$ cat src/rtl/ag_tcu_pkg.sv
// Shared constants, stage payload and lane helpers for the AG TCU integer FEDP.
// XLEN_64 selects a 64-bit register width; only the low 32 bits carry data.
package ag_tcu_pkg;

`ifdef XLEN_64
    localparam int unsigned XLEN = 64;
`else
    localparam int unsigned XLEN = 32;
`endif

    localparam logic [2:0] AG_FMT_I8 = 3'd3;
    localparam logic [2:0] AG_FMT_U8 = 3'd4;
    localparam logic [2:0] AG_FMT_I4 = 3'd5;
    localparam logic [2:0] AG_FMT_U4 = 3'd6;

    localparam int unsigned AG_WORD_W    = 32;
    localparam int unsigned AG_LANES_W8  = 4;
    localparam int unsigned AG_LANES_W4  = 8;
    localparam int unsigned AG_LANES_MAX = 8;
    localparam int unsigned AG_LANE_W    = 9;
    localparam int unsigned AG_PROD_W    = 18;
    localparam int unsigned AG_ACC_W     = 32;

    localparam int unsigned AG_FEDP_INT_LATENCY = 4;

    // Per-beat control carried alongside the datapath through S1..S3.
    typedef struct packed {
        logic                valid;
        logic                first;
        logic                last;
        logic [AG_ACC_W-1:0] seed;
    } ag_fedp_ctl_t;

    // Extend one lane to 9-bit signed; unknown formats and idle 8-bit lanes give 0.
    function automatic logic [AG_LANE_W-1:0] ag_lane_ext(
        input logic [2:0]           fmt,
        input logic [AG_WORD_W-1:0] word,
        input int unsigned          lane
    );
        logic [7:0] b8;
        logic [3:0] b4;
        b8 = word[8*(lane % AG_LANES_W8) +: 8];
        b4 = word[4*lane +: 4];
        ag_lane_ext = '0;
        case (fmt)
            AG_FMT_I8: if (lane < AG_LANES_W8) ag_lane_ext = {b8[7], b8};
            AG_FMT_U8: if (lane < AG_LANES_W8) ag_lane_ext = {1'b0, b8};
            AG_FMT_I4: ag_lane_ext = {{5{b4[3]}}, b4};
            AG_FMT_U4: ag_lane_ext = {5'b0, b4};
            default:   ag_lane_ext = '0;
        endcase
    endfunction

    // 9x9 signed multiply; the full product always fits in 18 bits.
    function automatic logic [AG_PROD_W-1:0] ag_lane_mul(
        input logic [AG_LANE_W-1:0] a,
        input logic [AG_LANE_W-1:0] b
    );
        logic signed [AG_PROD_W-1:0] ax;
        logic signed [AG_PROD_W-1:0] bx;
        ax = AG_PROD_W'($signed(a));
        bx = AG_PROD_W'($signed(b));
        ag_lane_mul = ax * bx;
    endfunction

endpackage

$ cat src/rtl/ag_tcu_fedp_int_lane_mul.sv
// One 32-bit word pair: S1 unpack/extend register, S2 lane product register.
module ag_tcu_int_lane_mul
    import ag_tcu_pkg::*;
(
    input  logic                                clk,
    input  logic                                reset,
    input  logic                                enable,
    input  logic [2:0]                          fmt,
    input  logic [AG_WORD_W-1:0]                a_word,
    input  logic [AG_WORD_W-1:0]                b_word,
    output logic [AG_LANES_MAX*AG_PROD_W-1:0]   prod
);

    logic [AG_LANES_MAX*AG_LANE_W-1:0] a_ext_c;
    logic [AG_LANES_MAX*AG_LANE_W-1:0] b_ext_c;
    logic [AG_LANES_MAX*AG_LANE_W-1:0] a_lane;
    logic [AG_LANES_MAX*AG_LANE_W-1:0] b_lane;
    logic [AG_LANES_MAX*AG_PROD_W-1:0] prod_c;

    always_comb begin
        a_ext_c = '0;
        b_ext_c = '0;
        for (int unsigned j = 0; j < AG_LANES_MAX; j++) begin
            a_ext_c[AG_LANE_W*j +: AG_LANE_W] = ag_lane_ext(fmt, a_word, j);
            b_ext_c[AG_LANE_W*j +: AG_LANE_W] = ag_lane_ext(fmt, b_word, j);
        end
    end

    always_comb begin
        prod_c = '0;
        for (int unsigned j = 0; j < AG_LANES_MAX; j++) begin
            prod_c[AG_PROD_W*j +: AG_PROD_W] =
                ag_lane_mul(a_lane[AG_LANE_W*j +: AG_LANE_W], b_lane[AG_LANE_W*j +: AG_LANE_W]);
        end
    end

    always_ff @(posedge clk) begin
        if (!reset) begin
            a_lane <= '0;
            b_lane <= '0;
            prod   <= '0;
        end else if (enable) begin
            a_lane <= a_ext_c;
            b_lane <= b_ext_c;
            prod   <= prod_c;
        end
    end

endmodule

$ cat src/rtl/ag_tcu_fedp_int.sv
// Integer fused dot-product: N word-pair multipliers, registered sum, S4 accumulator.
// AG_TCU_FEDP_SAT_EN makes the accumulate saturate instead of wrapping.
module ag_tcu_fedp_int
    import ag_tcu_pkg::*;
#(
    parameter int unsigned N       = 2,
    parameter int unsigned LATENCY = 4
) (
    input  logic              clk,
    input  logic              reset,
    input  logic              enable,
    input  logic              valid_in,
    input  logic              first_in,
    input  logic              last_in,
    input  logic [2:0]        fmt_s,
    input  logic [N*XLEN-1:0] a_row,
    input  logic [N*XLEN-1:0] b_col,
    input  logic [XLEN-1:0]   c_val,
    output logic              valid_out,
    output logic [XLEN-1:0]   d_val
);

    localparam int unsigned PROD_BUS_W = AG_LANES_MAX * AG_PROD_W;
    localparam int unsigned NUM_PROD   = N * AG_LANES_MAX;

    // LATENCY=0 selects the fixed pipeline depth; anything else is a build error.
    if (!(LATENCY == 0 || LATENCY == AG_FEDP_INT_LATENCY)) begin : g_latency_chk
        $error("ag_tcu_fedp_int: LATENCY must be 0 or 4");
    end

    ag_fedp_ctl_t              ctl_c;
    ag_fedp_ctl_t              ctl_s1;
    ag_fedp_ctl_t              ctl_s2;
    ag_fedp_ctl_t              ctl_s3;
    logic [N*PROD_BUS_W-1:0]   prod_all;
    logic [AG_ACC_W-1:0]       sum_c;
    logic [AG_ACC_W-1:0]       sum_s3;
    logic [AG_ACC_W-1:0]       base_c;
    logic [AG_ACC_W-1:0]       acc_next_c;
    logic [AG_ACC_W-1:0]       acc_q;
    logic [AG_ACC_W-1:0]       d_q;

    for (genvar g = 0; g < N; g++) begin : g_word
        ag_tcu_int_lane_mul u_lane_mul (
            .clk    (clk),
            .reset  (reset),
            .enable (enable),
            .fmt    (fmt_s),
            .a_word (a_row[g*XLEN +: AG_WORD_W]),
            .b_word (b_col[g*XLEN +: AG_WORD_W]),
            .prod   (prod_all[g*PROD_BUS_W +: PROD_BUS_W])
        );
    end

    always_comb begin
        ctl_c       = '0;
        ctl_c.valid = valid_in;
        ctl_c.first = valid_in & first_in;
        ctl_c.last  = valid_in & last_in;
        ctl_c.seed  = c_val[AG_ACC_W-1:0];
    end

    // Product reduction; wraps, though 8N 18-bit terms cannot overflow for N <= 64.
    always_comb begin
        sum_c = '0;
        for (int unsigned i = 0; i < NUM_PROD; i++) begin
            sum_c = sum_c + AG_ACC_W'($signed(prod_all[AG_PROD_W*i +: AG_PROD_W]));
        end
    end

`ifdef AG_TCU_FEDP_SAT_EN
    logic [AG_ACC_W:0] sum_wide_c;

    always_comb begin
        base_c     = ctl_s3.first ? ctl_s3.seed : acc_q;
        sum_wide_c = {base_c[AG_ACC_W-1], base_c} + {sum_s3[AG_ACC_W-1], sum_s3};
        acc_next_c = sum_wide_c[AG_ACC_W-1:0];
        if (sum_wide_c[AG_ACC_W] != sum_wide_c[AG_ACC_W-1]) begin
            acc_next_c = sum_wide_c[AG_ACC_W] ? {1'b1, {(AG_ACC_W-1){1'b0}}}
                                              : {1'b0, {(AG_ACC_W-1){1'b1}}};
        end
    end
`else
    always_comb begin
        base_c     = ctl_s3.first ? ctl_s3.seed : acc_q;
        acc_next_c = base_c + sum_s3;
    end
`endif

    // Control pipeline S1..S3 and the registered sum; lane data lives in the sub-modules.
    always_ff @(posedge clk) begin
        if (!reset) begin
            ctl_s1 <= '0;
            ctl_s2 <= '0;
            ctl_s3 <= '0;
            sum_s3 <= '0;
        end else if (enable) begin
            ctl_s1 <= ctl_c;
            ctl_s2 <= ctl_s1;
            ctl_s3 <= ctl_s2;
            sum_s3 <= sum_c;
        end
    end

    // S4: accumulate, publish on last.
    always_ff @(posedge clk) begin
        if (!reset) begin
            acc_q     <= '0;
            d_q       <= '0;
            valid_out <= 1'b0;
        end else if (enable) begin
            valid_out <= ctl_s3.last;
            if (ctl_s3.valid) begin
                acc_q <= acc_next_c;
            end
            if (ctl_s3.last) begin
                d_q <= acc_next_c;
            end
        end
    end

    assign d_val = XLEN'(d_q);

endmodule

$ cat config.mk
export PLATFORM = sky130hd
export DESIGN_NAME = ag_tcu_fedp_int
export DESIGN_NICKNAME = d
export VERILOG_FILES = /design/src/rtl/ag_tcu_pkg.sv /design/src/rtl/ag_tcu_fedp_int_lane_mul.sv /design/src/rtl/ag_tcu_fedp_int.sv
export SDC_FILE = /design/constraint.sdc
export NUM_CORES = 2
export LEC_CHECK = 0
export BUFFER_PORTS_ARGS = -buffer_cell sky130_fd_sc_hd__clkbuf_2
export CORE_UTILIZATION = 30
export CTS_CLUSTER_DIAMETER = 30
export CTS_CLUSTER_SIZE = 24
export DETAILED_ROUTE_END_ITERATION = 7
export GPL_TIMING_DRIVEN = 0
export PLACE_DENSITY = 0.52
export SLEW_MARGIN = 20
export SYNTH_ARGS = -nofsm -noshare
export SYNTH_HDL_FRONTEND = slang
export SYNTH_SLANG_ARGS = --single-unit
$ cat constraint.sdc
create_clock -name clk -period 5.6 [get_ports clk]
set_input_delay 0.56 -clock clk [delete_from_list [all_inputs] [get_ports clk]]
set_output_delay 0.56 -clock clk [all_outputs]
set_load 0.02 [all_outputs]
==> impl_metrics.ini <==
[outcome]
status = finished, violations left
violations = negative setup slack

[sta]
maxSlewHeadroom_pct = 15.9
fin_worst_skew_ns = 0.0702
hold_viol_final = 0
fin_ws_ns = -0.164
tightest_slew_ns = 1.26
period_share_pct = 103
fin_crit_ns = 5.76
fmax_mhz = 174
hold_ws_ns = 0.0248
tns_ns = -1.19
finalSetupViolations = 12
rsz0062_at_grt = true
slew_violations = 0

[power_and_ir_drop]
clock_power_share_pct = 50.1
leakage_uw = 0.0417
power_density_nw_per_um2 = 210
combPwrFrac_pct = 20.2
p_switching_uw = 6140
netSwitchingFraction_pct = 32.9
ir_drop_v = 0.000335
seq_power_share_pct = 29.7
p_int_uw = 12500

[synthesis]
synthCells = 8660
async_flop_share_pct = 0
yosys_warnings = 0
yosys_register_bits = 714
syn_avg_cell_area_um2 = 8.91
synth_nets = 10700
synth_edf_count = 0
synth_area_um2 = 77100
synth_cell_type_count = 78
ys_seq_area_share_pct = 18.5
synthFlopType = dfxtp_1

[setup_path]
cp.required_ns = 6.31
path_buf_inv = 6
cp.arrival_ns = 6.47
max_stage_delay_ns = 0.64
start_kind = register
critPathSlowestCell = fa_1
crit_path_end_kind = register
cp_max_fo = 3
cpMostUsedCell = fa_1
crit_family = adder cells
rrSetupSlack_ns = -0.16
crit_path_cell_trace = inv_1 -> fa_1 -> fa_1 -> inv_1 -> fa_1 -> fa_1 -> inv_1 -> fa_1 -> fa_1 -> inv_2 -> ha_4 -> inv_2 -> fa_2 -> nor2b_4 -> o2111ai_2 -> nand4b_1 -> and4_4 -> buf_6 -> or3_4 -> a311o_1 -> o211ai_1
critPathKind = register to register

[layout]
drive_gt1_share_pct = 8.43
final_cell_mix = inv_1 (1695), fa_1 (1161), nand2_1 (728)
final_common_cell = inv_1
area_growth_syn_to_layout_pct = 15.1
final_cell_area_um2 = 88800
nets = 11000

[global_route]
grt_pass1_vias = 62500
grt_usage_pct = 21.4
grt_first_pass_wirelength_mm = 408
grt_max_degree = 17
grt_overflow = 0
antenna_found_initial = 23

[route]
vias = 61400
final_antenna_net_count = 0
drtPass1Iterations = 6
detail_route.wl_per_cell_um = 22.1
drc_errors = 0
routed_wl_mm = 276
drtIter0Drc = 4733
via_per_inst = 4.91

[cts]
ctsHtreeMaxLevel = 4
cts-root-buf = clkbuf_16
cts_tree = yes
cts_sinks = 714
clk_pin_slew_worst_paths_ns = 0.05
clkLatencyLatePin_ns = 0.82
numCtsBuffers = 145
clk_path_buf_depth = 3

[floorplanning]
fp.dieW_um = 509
rows = 185
ioPinCount = 202
die_y_um = 509
initial_core_util_pct = 30.3
dieArea_um2 = 259000
core-area_um2 = 255000

[place]
dpl.hpwl_mm = 233
place.gp.congestion = 0.978
placed_cell_area_um2 = 82400
io_buffers = 201

[flow_run]
maxCapViolations = 0

[min_path]
hold_class = input pin to register
[power groups by stage]
stage	registers, uW	clock network, uW	logic (uW)
final	5550	9360	3760
after global routing	5560	9670	4030
after CTS	5490	9420	3660
after detailed placement	5580	0	3360
after global placement	5580	0	3340
after floorplan	5460	0	2040
[cell type report]
class	instances	area, um2
timing repair buffer	253	1550
inverter	1720	6460
clock inverter	103	1480
antenna	5	12.5
sequential	714	14300
tap	3366	4210
clock buffer	164	3810
buffer	345	1420
multi-input combinational	5833	55500
fill	26300	166000
[repair_timing]
item                                   4_1_cts  5_1_grt
gates resized for setup                    111       92
buffers inserted                            13        7
pin swaps                                   48       44
endpoints found under the hold margin       31        0
setup endpoints to repair                   33       62
hold buffers                                31        0
gates cloned                                 0        0
[sequential cells by signal (all words and copies together) (netlist names)]
| signal | count |
|---|---|
| g_word.u_lane_mul.prod | 288 |
| sum_s3 | 32 |
| d_val | 32 |
| ctl_s1 | 35 |
| ctl_s3 | 35 |
| valid_out | 1 |
| g_word.u_lane_mul.b_lane | 112 |
| g_word.u_lane_mul.a_lane | 112 |
| acc_q | 32 |
| ctl_s2 | 35 |
[per-stage QoR]
| step | instances | worst slack (ns) | util, % | power (uW) |
|---|---|---|---|---|
| floorplan | 8660 | 0.0838 | - | 7510 |
| global placement | 12200 | -1.21 | 32.3 | 8910 |
| detailed placement | 12200 | -0.840 | 32.4 | 8940 |
| CTS | 12500 | -0.243 | 34.8 | 18600 |
| global route | 12500 | -0.276 | 34.8 | 19300 |
| finish | 12500 | -0.164 | 34.8 | 18700 |
[path summary, 6_finish.rpt]
kind                                                                 start  cells after the start                                     endpoint
worst min-delay path                                             b_col[34]                      3  g_word[1].u_lane_mul.b_lane[2]$_SDFFE_PN0P_
worst min register to register                       acc_q[7]$_SDFFE_PN0P_                      2                        acc_q[7]$_SDFFE_PN0P_
worst max-delay path            g_word[1].u_lane_mul.prod[20]$_SDFFE_PN0P_                     21                      sum_s3[20]$_SDFFE_PN0P_
worst max register to register  g_word[1].u_lane_mul.prod[20]$_SDFFE_PN0P_                     21                      sum_s3[20]$_SDFFE_PN0P_
[cells by family (layout without fill, tap and decap cells)]
kind of cell / Yosys count / in the layout / synth area share [%]
xor+xnor: 237 / 237 / 2.69
flops: 714 / 714 / 18.5
other cells: 0 / 5 / 0
simple gates: 2417 / 2417 / 14.6
fa+ha+maj: 1853 / 1853 / 41.6
buf+inv: 2113 / 2585 / 10.4
mux: 307 / 307 / 4.04
compound gates: 1019 / 1019 / 8.19
[cell usage after synthesis, types with 15 or more instances]
cell,number,area (um2)
o21a_1,20,150
clkbuf_1,333,1250
a21o_1,66,495
nand2_1,729,2740
and2_1,356,2230
a31oi_1,57,357
o21bai_1,39,293
ha_1,668,8360
fa_1,1185,23700
xnor2_1,194,1700
nor2_1,651,2440
buf_1,39,146
nand3_1,232,1160
o31ai_1,26,195
or2_2,20,125
xor2_1,43,377
a22oi_1,40,300
nor3_1,168,841
dfxtp_1,714,14300
a211oi_1,38,285
nor2b_1,34,213
mux2i_1,274,2740
inv_1,1719,6450
nand4_1,15,93.8
or3_1,38,238
mux2_2,33,372
o211ai_1,27,203
o21ai_0,137,686
a221oi_1,48,420
and3_1,42,263
nand2b_1,87,544
a21oi_1,444,2220
[layer usage]
layer / vias to the layer above / global-route usage (%) / share of wire, %
met1: 31100 / 29.8 / 45
met2: 2094 / 33.2 / 44
li1: 27800 / - / -
met5: - / 0 / 0.010
met4: 4 / 7.69 / 3.8
met3: 412 / 3.47 / 7.3
[worst reg2reg max path: stages (launching register included)]
cell and delay [ns]:
dfxtp_1 0.34, inv_1 0.07, fa_1 0.64, fa_1 0.45, inv_1 0.10, fa_1 0.45
fa_1 0.57, inv_1 0.06, fa_1 0.48, fa_1 0.52, inv_2 0.05, ha_4 0.15
inv_2 0.05, fa_2 0.22, nor2b_4 0.05, o2111ai_2 0.20, nand4b_1 0.19, and4_4 0.22
buf_6 0.12, or3_4 0.38, a311o_1 0.27, o211ai_1 0.10
Power figures use the tool's default switching activity.
